File: src/rtl/bcd_pkg.sv
// Shared types and helpers for the sequential binary-to-BCD converter.
package bcd_pkg;

   typedef enum logic [1:0] {
      IDLE    = 2'd0,
      CONVERT = 2'd1,
      DONE    = 2'd2
   } state_t;

   typedef logic [3:0] bcd_digit_t;

   // Digits needed to show every WIDTH-bit unsigned value: ceil(width * log10(2)).
   // Fixed-point log10(2) = 0.30103 is exact enough for any practical width.
   function automatic int min_digits(input int width);
      return (width * 30103 + 99999) / 100000;
   endfunction

endpackage

File: src/rtl/bin_to_bcd_seq_if.sv
// Operand/result handshake bundle between a producer and the BCD converter.
interface bin_to_bcd_seq_if #(
   parameter int WIDTH  = 32,
   parameter int DIGITS = 10
) ();
   logic                  in_valid;
   logic                  in_ready;
   logic [WIDTH-1:0]      binary;
   logic                  signed_mode;
   logic                  out_valid;
   logic                  out_ready;
   logic [4*DIGITS-1:0]   bcd;
   logic                  neg;
   logic                  overflow;
   logic                  busy;

   modport master (
      output in_valid, binary, signed_mode, out_ready,
      input  in_ready, out_valid, bcd, neg, overflow, busy
   );

   modport slave (
      input  in_valid, binary, signed_mode, out_ready,
      output in_ready, out_valid, bcd, neg, overflow, busy
   );
endinterface

File: src/rtl/bin_to_bcd_seq_digit_adj.sv
// One double-dabble correction cell: a digit of 5..9 gets +3 so the
// following left shift carries correctly into the next decade.
module bcd_digit_adj
   import bcd_pkg::*;
(
   input  bcd_digit_t din,
   output bcd_digit_t dout
);
   // 5..9 map to 8..12, which still fits in four bits
   always_comb dout = (din >= 4'd5) ? din + 4'd3 : din;
endmodule

File: src/rtl/bin_to_bcd_seq.sv
// Sequential double-dabble converter: one operand bit per cycle, WIDTH
// cycles per conversion, signed/unsigned per transaction, sticky overflow.
module bin_to_bcd_seq
   import bcd_pkg::*;
#(
   parameter int WIDTH  = 32,
   parameter int DIGITS = 10
) (
   input  logic clk,
   input  logic rst_n,
   bin_to_bcd_seq_if.slave bus
);
   localparam int CW = (WIDTH > 1) ? $clog2(WIDTH) : 1;

   state_t              state;
   logic [WIDTH-1:0]    mag;
   logic [4*DIGITS-1:0] dig;
   logic [CW-1:0]       cnt;
   logic                sticky;
   logic                neg_r;

   logic [4*DIGITS-1:0] bcd_r;
   logic                neg_o;
   logic                ovf_o;
   logic                out_valid_r;
   logic                busy_r;

   logic [4*DIGITS-1:0] dig_adj;
   logic [4*DIGITS-1:0] dig_nxt;
   logic [WIDTH-1:0]    mag_nxt;
   logic                top_bit;
   logic                ovf_nxt;
   logic                accept;
   logic                is_neg;

   // Per-digit +3 correction applied before every shift
   for (genvar i = 0; i < DIGITS; i++) begin : g_adj
      bcd_digit_adj u_adj (
         .din  (dig[4*i +: 4]),
         .dout (dig_adj[4*i +: 4])
      );
   end

   // One shift step: magnitude MSB enters digit 0, top digit bit 3 falls out
   always_comb begin
      {top_bit, dig_nxt, mag_nxt} = {dig_adj, mag, 1'b0};
      ovf_nxt = sticky | top_bit;
   end

   assign bus.in_ready  = (state == IDLE) || (state == DONE && bus.out_ready);
   assign accept        = bus.in_valid && bus.in_ready;
   assign is_neg        = bus.signed_mode && bus.binary[WIDTH-1];

   assign bus.bcd       = bcd_r;
   assign bus.neg       = neg_o;
   assign bus.overflow  = ovf_o;
   assign bus.out_valid = out_valid_r;
   assign bus.busy      = busy_r;

   // Control FSM plus datapath; result registers only load on DONE entry
   always_ff @(posedge clk or negedge rst_n) begin
      if (!rst_n) begin
         state       <= IDLE;
         mag         <= '0;
         dig         <= '0;
         cnt         <= '0;
         sticky      <= 1'b0;
         neg_r       <= 1'b0;
         bcd_r       <= '0;
         neg_o       <= 1'b0;
         ovf_o       <= 1'b0;
         out_valid_r <= 1'b0;
         busy_r      <= 1'b0;
      end else if (accept) begin
         // Fresh operand (from IDLE, or back-to-back out of DONE)
         mag         <= is_neg ? (~bus.binary + WIDTH'(1)) : bus.binary;
         neg_r       <= is_neg;
         dig         <= '0;
         sticky      <= 1'b0;
         cnt         <= CW'(WIDTH - 1);
         state       <= CONVERT;
         busy_r      <= 1'b1;
         out_valid_r <= 1'b0;
      end else begin
         case (state)
            IDLE: ;
            CONVERT: begin
               dig    <= dig_nxt;
               mag    <= mag_nxt;
               sticky <= ovf_nxt;
               cnt    <= cnt - CW'(1);
               if (cnt == '0) begin
                  state       <= DONE;
                  busy_r      <= 1'b0;
                  out_valid_r <= 1'b1;
                  bcd_r       <= dig_nxt;
                  neg_o       <= neg_r;
                  ovf_o       <= ovf_nxt;
               end
            end
            DONE: begin
               if (bus.out_ready) begin
                  state       <= IDLE;
                  out_valid_r <= 1'b0;
               end
            end
            default: state <= IDLE;
         endcase
      end
   end

endmodule
File: src/flat_wrapper.sv
// flat-port wrapper written by rule: the top's interface ports become plain ports
module bin_to_bcd_seq_flat import bcd_pkg::*;
#(
   parameter int WIDTH  = 32,
   parameter int DIGITS = 10
)
  (clk, rst_n, bus_in_valid, bus_binary, bus_signed_mode, bus_out_ready, bus_in_ready, bus_out_valid, bus_bcd, bus_neg, bus_overflow, bus_busy);
  bin_to_bcd_seq_if #(.WIDTH(WIDTH), .DIGITS(DIGITS)) bus_i ();
  input  logic clk;
  input  logic rst_n;
  input wire logic [$bits(bus_i.in_valid)-1:0] bus_in_valid;
  input wire logic [$bits(bus_i.binary)-1:0] bus_binary;
  input wire logic [$bits(bus_i.signed_mode)-1:0] bus_signed_mode;
  input wire logic [$bits(bus_i.out_ready)-1:0] bus_out_ready;
  output wire logic [$bits(bus_i.in_ready)-1:0] bus_in_ready;
  output wire logic [$bits(bus_i.out_valid)-1:0] bus_out_valid;
  output wire logic [$bits(bus_i.bcd)-1:0] bus_bcd;
  output wire logic [$bits(bus_i.neg)-1:0] bus_neg;
  output wire logic [$bits(bus_i.overflow)-1:0] bus_overflow;
  output wire logic [$bits(bus_i.busy)-1:0] bus_busy;
  assign bus_i.in_valid = bus_in_valid;
  assign bus_i.binary = bus_binary;
  assign bus_i.signed_mode = bus_signed_mode;
  assign bus_i.out_ready = bus_out_ready;
  assign bus_in_ready = bus_i.in_ready;
  assign bus_out_valid = bus_i.out_valid;
  assign bus_bcd = bus_i.bcd;
  assign bus_neg = bus_i.neg;
  assign bus_overflow = bus_i.overflow;
  assign bus_busy = bus_i.busy;
  bin_to_bcd_seq #(.WIDTH(WIDTH), .DIGITS(DIGITS)) u_core (.clk(clk), .rst_n(rst_n), .bus(bus_i));
endmodule
File: config.mk
export PLATFORM = sky130hd
export DESIGN_NAME = bin_to_bcd_seq_flat
export DESIGN_NICKNAME = d
export VERILOG_FILES = /design/src/rtl/bcd_pkg.sv /design/src/rtl/bin_to_bcd_seq_if.sv /design/src/rtl/bin_to_bcd_seq_digit_adj.sv /design/src/rtl/bin_to_bcd_seq.sv /design/src/flat_wrapper.sv
export SDC_FILE = /design/constraint.sdc
export NUM_CORES = 1
export LEC_CHECK = 0
export ABC_CLOCK_PERIOD_IN_PS = 2700
export CAP_MARGIN = 20
export CORE_ASPECT_RATIO = 0.7
export CORE_MARGIN = 1
export CORE_UTILIZATION = 45
export CTS_BUF_LIST = sky130_fd_sc_hd__clkbuf_4 sky130_fd_sc_hd__clkbuf_8
export DETAILED_ROUTE_END_ITERATION = 6
export DONT_BUFFER_PORTS = 1
export PLACE_DENSITY = 0.59
export SYNTH_ARGS = -nofsm -noshare
export SYNTH_HDL_FRONTEND = slang
export SYNTH_SLANG_ARGS = --single-unit
export TNS_END_PERCENT = 10
File: constraint.sdc
create_clock -name clk -period 2.7 [get_ports clk]
set_input_delay 0.405 -clock clk [delete_from_list [all_inputs] [get_ports clk]]
set_output_delay 0.405 -clock clk [all_outputs]
set_load 0.005 [all_outputs]
==> results.yml, run 1 <==
outcome:
  status: "finished, violations left"
  violations: "hold timing"
layout:
  area_delta_synth_final_pct: 8.70
  layout_commonest_cell: "dfrtp_1"
  finalNetCount: 763
  utilization_pct: 50.2
  diodes: 0
  final_cells: 908
  drive_gt1_share_pct: 8.42
  final_cell_mix: "dfrtp_1, a21oi_1, nand2_1"
  finalInstanceArea_mm2: 0.00739
worst_setup_path:
  criticalPathCategory: "flop to flop"
  crit_end: "u_core.bus.bcd[25]$_DFFE_PN0P_"
  worst_ep_arrival_time_ns: 2.45
  cp-end-kind: "flop"
  critPathRequiredTime_ns: 3.02
  worstPathMaxFanout: 69
  timing.rr.start: "u_core.cnt[0]$_DFFE_PN0P_"
  reg2reg_depth: 7
  r2r-end: "u_core.bus.bcd[25]$_DFFE_PN0P_"
  rrSetupSlack_ns: 0.58
  startpoint_type: "flop"
  critPathLaunch: "u_core.cnt[0]$_DFFE_PN0P_"
placed_design:
  io_buffers: 0
  gp_congestion: 0.813
  dp_cells: 876
  dp_hpwl_um: 9280
  placed_cell_area_mm2: 0.00699
timing:
  setup_tns_ns: 0
  timing.fmax_mhz: 471
  relSlewSlack_pct: 42.3
  hold_slack_ns: -0.343
  worstMarginPinSlew_ns: 0.863
  hold_violations: 125
  finalMaxSlewViolations: 0
  post-route-min-period_ns: 2.12
  setup_viol: 0
  clock_skew_ns: 0.0128
  rsz0062_at_grt: "no"
  period_share_pct: 78.7
power_and_ir_drop:
  p_leak_uw: 0.00312
  p_per_area_mw_per_mm2: 968
  comb_power_share_pct: 38.8
  swShare_pct: 37.4
  intPower_uw: 4480
  vdd_drop_max_v: 0.000421
  p_clk_share_pct: 23.3
  switching_power_uw: 2680
  power_frac_seq_pct: 37.9
synthesis:
  synth_cell_types: 36
  synth_nets: 778
  synth-seq-cells: 125
  synth-edff-count: 0
  synthCells: 715
  synth-seq-area-share_pct: 46.0
  synth_area_leader_cell: "dfrtp_1"
  ys_warn_count: 0
  yosysTopAreaCellShare_pct: 46.0
  synthFlopType: "dfrtp_1"
  synthTopCellsByArea: "dfrtp_1, a21oi_1, mux2i_1"
  avgSynthCellArea_um2: 9.51
  async_flop_share_pct: 100
  synth_area_mm2: 0.00680
floorplanning:
  row_count: 37
  die_area_mm2: 0.0156
  start_util_pct: 46.2
  ioPinCount: 82
  die_h_um: 105
  die_w_um: 149
  core_mm2: 0.0147
global_route:
  grtUsageTotal_pct: 19.3
  grt_pass1_wl_um: 23700
  antenna_found_initial: 0
  overflow: 0
  grt_pass1_vias: 4747
  grt_max_degree: 126
worst_hold_path:
  hold_path.class: "input pin to asynchronous set/reset pin"
routing:
  drt_iter0_markers: 365
  antenna_left: 0
  avgRoutedWirePerCell_um: 15.7
  wl_um: 14300
  drc: 0
  drtPass1Iterations: 5
  num_vias: 5025
  vias_per_cell: 5.53
clock_network:
  clk_path_buf_depth: 2
  h-tree-depth: 4
  cts.clk_slew.worst_paths_ns: 0.07
  insertion_delay_ns: 0.44
  cts_tree: "built"
  cts_root_buf: "clkbuf_8"
  numCtsBuffers: 17
  cts_sinks: 125
job:
  drv_cap: 0
## critical path, cell delays in order, from the launching register on
cell and delay (ns):
dfrtp_1 0.39, inv_1 0.06, ha_1 0.23, nor4b_1 0.15, buf_4 0.15, nand2_2 0.08, buf_4 0.52, mux2_2 0.41
## power groups by stage
| stage | Combinational, µW | Clock (µW) | Sequential (µW) |
|---|---|---|---|
| 6_report | 2780 | 1660 | 2720 |
| 5_1_grt | 3150 | 1790 | 2780 |
| 4_1_cts | 2800 | 1720 | 2710 |
| 3_5_place_dp | 2780 | 0 | 2730 |
| 3_3_place_gp | 2670 | 0 | 2720 |
| 2_1_floorplan | 2240 | 0 | 2630 |
## layer usage
metal | share of wire, % | up-vias | GRT usage (%) | routed length (µm)
li1 | - | 2466 | - | -
met1 | 51 | 2433 | 27.9 | 7260
met2 | 42 | 112 | 26.6 | 5960
met3 | 6.3 | 14 | 6.33 | 892
met4 | 0.97 | 0 | 6.92 | 138
met5 | 0 | - | 0 | 0
## flip-flops by register name (all words and copies together), names as in the netlist
register	count
u_core.bus.overflow	1
u_core.mag	32
u_core.sticky	1
u_core.cnt	5
u_core.neg_r	1
u_core.bus.neg	1
u_core.dig	40
u_core.bus.out_valid	1
u_core.bus.busy	1
u_core.state	2
u_core.bus.bcd	40
## synthesized netlist by cell type, drive strengths merged (2+ instances only)
cell    count
a211oi     33
a21oi      77
a31oi       8
a41oi       2
and2       10
buf         9
clkbuf     32
dfrtp     125
ha         26
inv        28
mux2       15
mux2i      38
nand2      66
nand2b     14
nand3      12
nor2       38
nor2b      24
nor3        7
nor3b      21
nor4        9
nor4b       2
o21ai      62
o31ai       2
or4         7
xnor2      39
xor2        3
## what timing repair did
action	4_1_cts	5_1_grt
gates resized for setup	0	0
hold endpoints to repair	125	125
buffers inserted	0	0
## stage by stage
stage / worst slack [ns] / power [µW]
floorplan: 0.619 / 4870
global placement: 0.324 / 5400
detailed placement: 0.327 / 5520
CTS: 0.586 / 7220
global route: 0.425 / 7720
finish: 0.576 / 7160
## worst min path at each step
stage	from	slack [ns]	to	cells past startpoint
after detailed placement	rst_n	0.11	u_core.bus.bcd[23]$_DFFE_PN0P_	0
after CTS	rst_n	-0.39	u_core.dig[15]$_DFFE_PN0P_	0
after global routing	rst_n	-0.39	u_core.bus.out_valid$_DFFE_PN0P_	0
after floorplan	rst_n	0.11	u_core.bus.bcd[0]$_DFFE_PN0P_	0
after global placement	rst_n	0.11	u_core.bus.bcd[23]$_DFFE_PN0P_	0
final	rst_n	-0.34	u_core.bus.bcd[23]$_DFFE_PN0P_	0
## cell type report
cell class | instances | area, µm²
Clock buffer | 21 | 289
Clock inverter | 11 | 115
Inverter | 28 | 105
Multi-Input combinational cell | 521 | 3420
Tap cell | 195 | 244
Fill cell | 1348 | 7330
Timing Repair Buffer | 7 | 90.1
Sequential cell | 125 | 3130
## cell families (layout without fill, tap and decap cells)
kind of cell | after synthesis | after routing | synth area share (%)
AND/OR/NAND/NOR | 213 | 213 | 16.4
AO/OA/AOI/OAI | 187 | 187 | 15.4
flip-flops | 125 | 125 | 46.0
buffers and inverters | 69 | 67 | 3.95
multiplexers | 53 | 53 | 8.07
XOR/XNOR | 42 | 42 | 5.41
adder cells (fa/ha/maj) | 26 | 26 | 4.78
Note: power is estimated with default switching activity, not from simulation.
==> inputs of run 2 (changes only) <==
--- a/config.mk
+++ b/config.mk
@@ -5,7 +5,7 @@
 export SDC_FILE = /design/constraint.sdc
 export NUM_CORES = 1
 export LEC_CHECK = 0
-export ABC_CLOCK_PERIOD_IN_PS = 2700
+export ABC_CLOCK_PERIOD_IN_PS = 2200
 export CAP_MARGIN = 20
 export CORE_ASPECT_RATIO = 0.7
 export CORE_MARGIN = 1
==> constraint.sdc (replaced) <==
create_clock -name clk -period 2.2 [get_ports clk]
set_input_delay 0.33 -clock clk [delete_from_list [all_inputs] [get_ports clk]]
set_output_delay 0.33 -clock clk [all_outputs]
set_load 0.005 [all_outputs]
==> run 2 against run 1 <==
  * The flow still finishes with violations (hold timing)
  * Worst hold slack lost 0.081 ns
  * Clock skew shrank 0.0032 ns
  * Worst setup slack lost 0.29 ns
  * Global-route usage grew 0.72 points
==> results.yml, run 2 (synthesized netlist as in run 1, its figures left out) <==
outcome:
  violations: "hold timing"
  status: "finished, violations left"
routing:
  avgRoutedWirePerCell_um: 15.8
  drc: 0
  drtPass1Iterations: 4
  num_vias: 4988
  antenna_left: 0
  wl_um: 14500
  vias_per_cell: 5.44
  drt_iter0_markers: 331
clock_network:
  cts.clk_slew.worst_paths_ns: 0.07
  cts_tree: "built"
  numCtsBuffers: 17
  h-tree-depth: 4
  cts_resized: 0
  cts_sinks: 125
  insertion_delay_ns: 0.45
  hold_buffers: 2
  clk_path_buf_depth: 2
  cts_root_buf: "clkbuf_8"
  cts_setup_buffers: 0
worst_setup_path:
  critPathRequiredTime_ns: 2.49
  criticalPathCategory: "flop to flop"
  worstPathMaxFanout: 33
  startpoint_type: "flop"
  cp-end-kind: "flop"
  worst_ep_arrival_time_ns: 2.21
timing:
  worstMarginPinSlew_ns: 0.846
  finalMaxSlewViolations: 0
  relSlewSlack_pct: 43.4
  timing.fmax_mhz: 522
  hold_slack_ns: -0.424
  post-route-min-period_ns: 1.91
  clock_skew_ns: 0.00959
  hold_violations: 125
  period_share_pct: 87.0
  rsz0062_at_grt: "no"
  setup_tns_ns: 0
  setup_viol: 0
floorplanning:
  core_mm2: 0.0147
  die_w_um: 149
  start_util_pct: 46.2
  ioPinCount: 82
  die_area_mm2: 0.0156
  die_h_um: 105
  row_count: 37
global_route:
  grtUsageTotal_pct: 20.0
  grt_pass1_wl_um: 24500
  grt_pass1_vias: 4874
  antenna_found_initial: 0
  overflow: 0
  grt_max_degree: 126
power_and_ir_drop:
  swShare_pct: 36.0
  p_per_area_mw_per_mm2: 1230
  vdd_drop_max_v: 0.000550
  switching_power_uw: 3340
  p_clk_share_pct: 27.4
  comb_power_share_pct: 36.6
  p_leak_uw: 0.00321
  power_frac_seq_pct: 35.9
  intPower_uw: 5950
placed_design:
  io_buffers: 0
  placed_cell_area_mm2: 0.00703
  gp_congestion: 0.887
  dp_hpwl_um: 9740
layout:
  drive_gt1_share_pct: 9.28
  area_delta_synth_final_pct: 11.0
  layout_commonest_cell: "dfrtp_1"
  diodes: 0
  finalInstanceArea_mm2: 0.00755
  fillers: 1329
  finalNetCount: 772
  final_cell_mix: "dfrtp_1, a21oi_1, nand2_1"
worst_hold_path:
  hold_path.class: "input pin to asynchronous set/reset pin"
job:
  drv_cap: 0
## run 2: changes by cell type in the layout (fill, tap and decap cells not counted)
cell           previous run  this run
buf_4                     4        12
bufinv_16                 2         7
clkbuf_8                 21        17
clkinv_4                  0         3
clkinvlp_4                4         1
clkinv_2                  5         3
dlygate4sd3_1             0         2
buf_12                    3         2
inv_6                     0         1
## run 2: power by group through the flow
stage / clock network [µW] / registers (µW) / logic (µW)
2_1_floorplan: 0 / 3230 / 2750
3_3_place_gp: 0 / 3350 / 3300
3_5_place_dp: 0 / 3360 / 3430
4_1_cts: 2610 / 3330 / 3440
5_1_grt: 2720 / 3420 / 3900
6_report: 2550 / 3340 / 3400
## run 2: final cells by class
type	count	area (µm²)	share of cell area [%]
Timing Repair Buffer	16	150	1.99
Multi-Input combinational cell	521	3420	45.3
Sequential cell	125	3130	41.4
Tap cell	195	244	3.23
Clock inverter	15	268	3.55
Clock buffer	17	234	3.10
Inverter	28	105	1.39
## run 2: routing by layer
metal / share of wire (%) / wire (µm) / track usage (%)
met3: 4.8 / 698 / 5.98
met2: 42 / 6040 / 27.5
met5: 0 / 0 / 0
met4: 0.85 / 124 / 5.98
met1: 53 / 7650 / 29.9
## run 2: per-stage QoR
step	power, µW	std cells	worst slack, ns	util [%]	hold slack [ns]
6_report	9290	917	0.285	51.3	-0.424
2_1_floorplan	5980	715	0.194	-	0.0344
4_1_cts	9390	917	0.254	51.3	-0.460
3_5_place_dp	6790	883	0.0679	47.8	0.0373
3_3_place_gp	6650	883	0.0803	47.8	0.0389
5_1_grt	10000	917	0.116	51.3	-0.472
## run 2: final timing paths
| path | startpoint | endpoint | slack [ns] | cells past startpoint |
|---|---|---|---|---|
| max | u_core.state[0]$_DFFE_PN0P_ | u_core.dig[24]$_DFFE_PN0P_ | 0.29 | 6 |
| min | rst_n | u_core.bus.bcd[20]$_DFFE_PN0P_ | -0.42 | 0 |
| max reg2reg | u_core.state[0]$_DFFE_PN0P_ | u_core.dig[24]$_DFFE_PN0P_ | 0.29 | 6 |
| min reg2reg | u_core.neg_r$_DFFE_PN0N_ | u_core.neg_r$_DFFE_PN0N_ | 0.49 | 2 |
| max in group asynchronous | rst_n | u_core.mag[23]$_DFFE_PN0P_ | 2.40 | 0 |
| min in group clk | bus_binary[1] | u_core.mag[1]$_DFFE_PN0P_ | 0.04 | 2 |
## run 2: critical path, stage by stage, from the launching register on
cell and delay [ns]:
dfrtp_1 0.44, inv_1 0.11, ha_1 0.19, a21o_1 0.18, and2_4 0.32, buf_4 0.43, a211oi_1 0.09
==> inputs of run 3 (changes only) <==
--- a/config.mk
+++ b/config.mk
@@ -16,5 +16,6 @@
 export PLACE_DENSITY = 0.59
 export SYNTH_ARGS = -nofsm -noshare
 export SYNTH_HDL_FRONTEND = slang
+export SYNTH_HIERARCHICAL = 1
 export SYNTH_SLANG_ARGS = --single-unit
 export TNS_END_PERCENT = 10
==> run 3 against run 2 <==
  * The flow still finishes with violations (hold timing)
  * Non-clock buffer count up 12
  * Flip-flop and latch count unchanged
  * Register-to-register slack is essentially flat
  * First-iteration DRC count is 1.2% lower
  * Synthesized cell count up 1.8%
  * Sequential power rose by 18%
  * Die area hardly changed
  * Critical path depth grew 1
  * Largest cell class unchanged
==> results.yml, run 3 <==
outcome:
  status: "finished, violations left"
  violations: "hold timing"
routing:
  antenna_left: 0
  wl_um: 15600
  vias_per_cell: 5.52
  drt_iter0_markers: 327
  drtPass1Iterations: 4
  avgRoutedWirePerCell_um: 16.5
  drc: 0
  num_vias: 5218
worst_setup_path:
  crit_family: "buffers and inverters"
  timing.rr.start: "u_core/cnt[0]$_DFFE_PN0P_"
  cp-end-kind: "flop"
  slowest_delay_ns: 0.40
  crit_chain: "inv_1 > ha_1 > nor4b_1 > buf_4 > nand2_2 > buf_4 > mux2_2"
  worst_ep_arrival_time_ns: 2.25
  cp_num_buf_inv: 3
  reg2reg_depth: 7
  startpoint_type: "flop"
  worstPathMaxFanout: 34
  path_common_cell: "buf_4"
  cpMaxStageDelayCell: "dfrtp_1"
  critPathRequiredTime_ns: 2.53
  criticalPathCategory: "flop to flop"
  rrSetupSlack_ns: 0.28
  r2r-end: "u_core/bus.bcd[22]$_DFFE_PN0P_"
layout:
  area_delta_synth_final_pct: 12.0
  drive_gt1_share_pct: 16.5
  finalNetCount: 799
  finalInstanceArea_mm2: 0.00762
  final_cells: 946
  layout_commonest_cell: "nand2_1"
  diodes: 0
  final_cell_mix: "nand2_1, dfrtp_1, o21ai_0"
  fillers: 1341
synthesis:
  synth_most_common_cell: "nand2_1"
  synth-seq-area-share_pct: 45.9
  synth-edff-count: 0
  ys_warn_count: 6
  synth_area_leader_cell: "dfrtp_1"
  avgSynthCellArea_um2: 9.35
  yosysTopAreaCellShare_pct: 45.9
  synth_cell_types: 46
  synthCells: 728
  yosys-top-cells-count: "nand2_1, dfrtp_1, o21ai_0"
  synth_nets: 787
  async_flop_share_pct: 100
  synth-seq-cells: 125
  synth_area_mm2: 0.00681
  synthFlopType: "dfrtp_1"
  synthTopCellsByArea: "dfrtp_1, nand2_1, mux2_2"
floorplanning:
  die_area_mm2: 0.0156
  die_w_um: 149
  core_mm2: 0.0147
  die_h_um: 105
  row_count: 37
  start_util_pct: 46.2
  ioPinCount: 82
timing:
  setup_viol: 0
  hold_violations: 125
  hold_slack_ns: -0.433
  setup_tns_ns: 0
  worstMarginPinSlew_ns: 0.520
  relSlewSlack_pct: 65.3
  clock_skew_ns: 0.00671
  period_share_pct: 87.1
  finalMaxSlewViolations: 0
  timing.fmax_mhz: 522
  rsz0062_at_grt: "no"
  post-route-min-period_ns: 1.92
placed_design:
  gp_congestion: 0.905
  dp_cells: 913
  io_buffers: 0
  dp_hpwl_um: 10700
  placed_cell_area_mm2: 0.00714
power_and_ir_drop:
  p_leak_uw: 0.00343
  vdd_drop_max_v: 0.000465
  p_per_area_mw_per_mm2: 1310
global_route:
  grt_max_degree: 126
  overflow: 0
  grtUsageTotal_pct: 21.8
  antenna_found_initial: 0
  grt_pass1_vias: 5186
  grt_pass1_wl_um: 26400
clock_network:
  cts_root_buf: "clkbuf_8"
  cts_sinks: 125
  hold_buffers: 3
  cts_resized: 0
  insertion_delay_ns: 0.45
  cts.clk_slew.worst_paths_ns: 0.07
  clk_path_buf_depth: 2
  h-tree-depth: 4
  cts_setup_buffers: 0
  cts_tree: "built"
  numCtsBuffers: 17
job:
  drv_cap: 0
worst_hold_path:
  hold_path.class: "input pin to asynchronous set/reset pin"
run 3: cell count changes after synthesis, sizes merged, moves of 21 or more:
cell / delta
nand2: +90
a211oi: -33
a21oi: -33
mux2: +25
nor2b: -23
a22oi: +21
run 3: worst max-delay path by stage:
stage                               from                              to  slack [ns]  cells past startpoint
2_1_floorplan  u_core/cnt[0]$_DFFE_PN0P_  u_core/bus.bcd[16]$_DFFE_PN0P_        0.21                      7
3_3_place_gp              bus_binary[18]      u_core/mag[28]$_DFFE_PN0P_        0.15                      5
3_5_place_dp              bus_binary[18]      u_core/mag[28]$_DFFE_PN0P_        0.15                      5
4_1_cts        u_core/cnt[0]$_DFFE_PN0P_   u_core/bus.bcd[6]$_DFFE_PN0P_        0.26                      7
5_1_grt        u_core/cnt[0]$_DFFE_PN0P_   u_core/bus.bcd[0]$_DFFE_PN0P_        0.17                      7
6_report       u_core/cnt[0]$_DFFE_PN0P_  u_core/bus.bcd[22]$_DFFE_PN0P_        0.28                      7
run 3: cell families (layout without fill, tap and decap cells):
family / after synthesis / after routing / synth area share, %
simple gates: 269 / 269 / 18.7
compound gates: 156 / 156 / 14.1
flops: 125 / 125 / 45.9
buf+inv: 65 / 88 / 3.58
mux: 62 / 62 / 9.85
xor+xnor: 29 / 29 / 3.73
fa+ha+maj: 22 / 22 / 4.04
run 3: worst reg2reg max path: stages (launching register included):
cell and delay, ns:
dfrtp_1 0.40, inv_1 0.06, ha_1 0.21, nor4b_1 0.14, buf_4 0.15, nand2_2 0.06, buf_4 0.38, mux2_2 0.41
run 3: cell type report:
class / instances / area [µm²] / area share (%)
Tap cell: 195 / 244 / 3.20
Timing Repair Buffer: 28 / 230 / 3.02
Sequential cell: 125 / 3130 / 41.0
Clock inverter: 5 / 129 / 1.69
Clock buffer: 25 / 325 / 4.27
Inverter: 30 / 113 / 1.48
Multi-Input combinational cell: 538 / 3460 / 45.3
run 3: power by group:
part | total, µW | switching [µW] | internal (µW)
Sequential | 3950 | 757 | 3190
Combinational | 3720 | 2110 | 1610
Clock | 2310 | 893 | 1420
run 3: stage by stage:
step / setup WS, ns / hold slack (ns) / utilization (%) / total power [µW]
after floorplan: 0.211 / 0.0344 / - / 6740
after global placement: 0.148 / 0.0370 / 48.5 / 7510
after detailed placement: 0.150 / 0.0368 / 48.5 / 7730
after CTS: 0.258 / -0.461 / 51.8 / 10100
after global routing: 0.173 / -0.473 / 51.8 / 10900
final: 0.283 / -0.433 / 51.8 / 9980
run 3: metal layers:
metal	vias up	GRT usage, %	part of all wire [%]
met3	20	6.81	7.1
met5	-	0	0
li1	2550	-	-
met2	138	31.2	44
met1	2510	30.5	47
met4	0	8.24	1.8
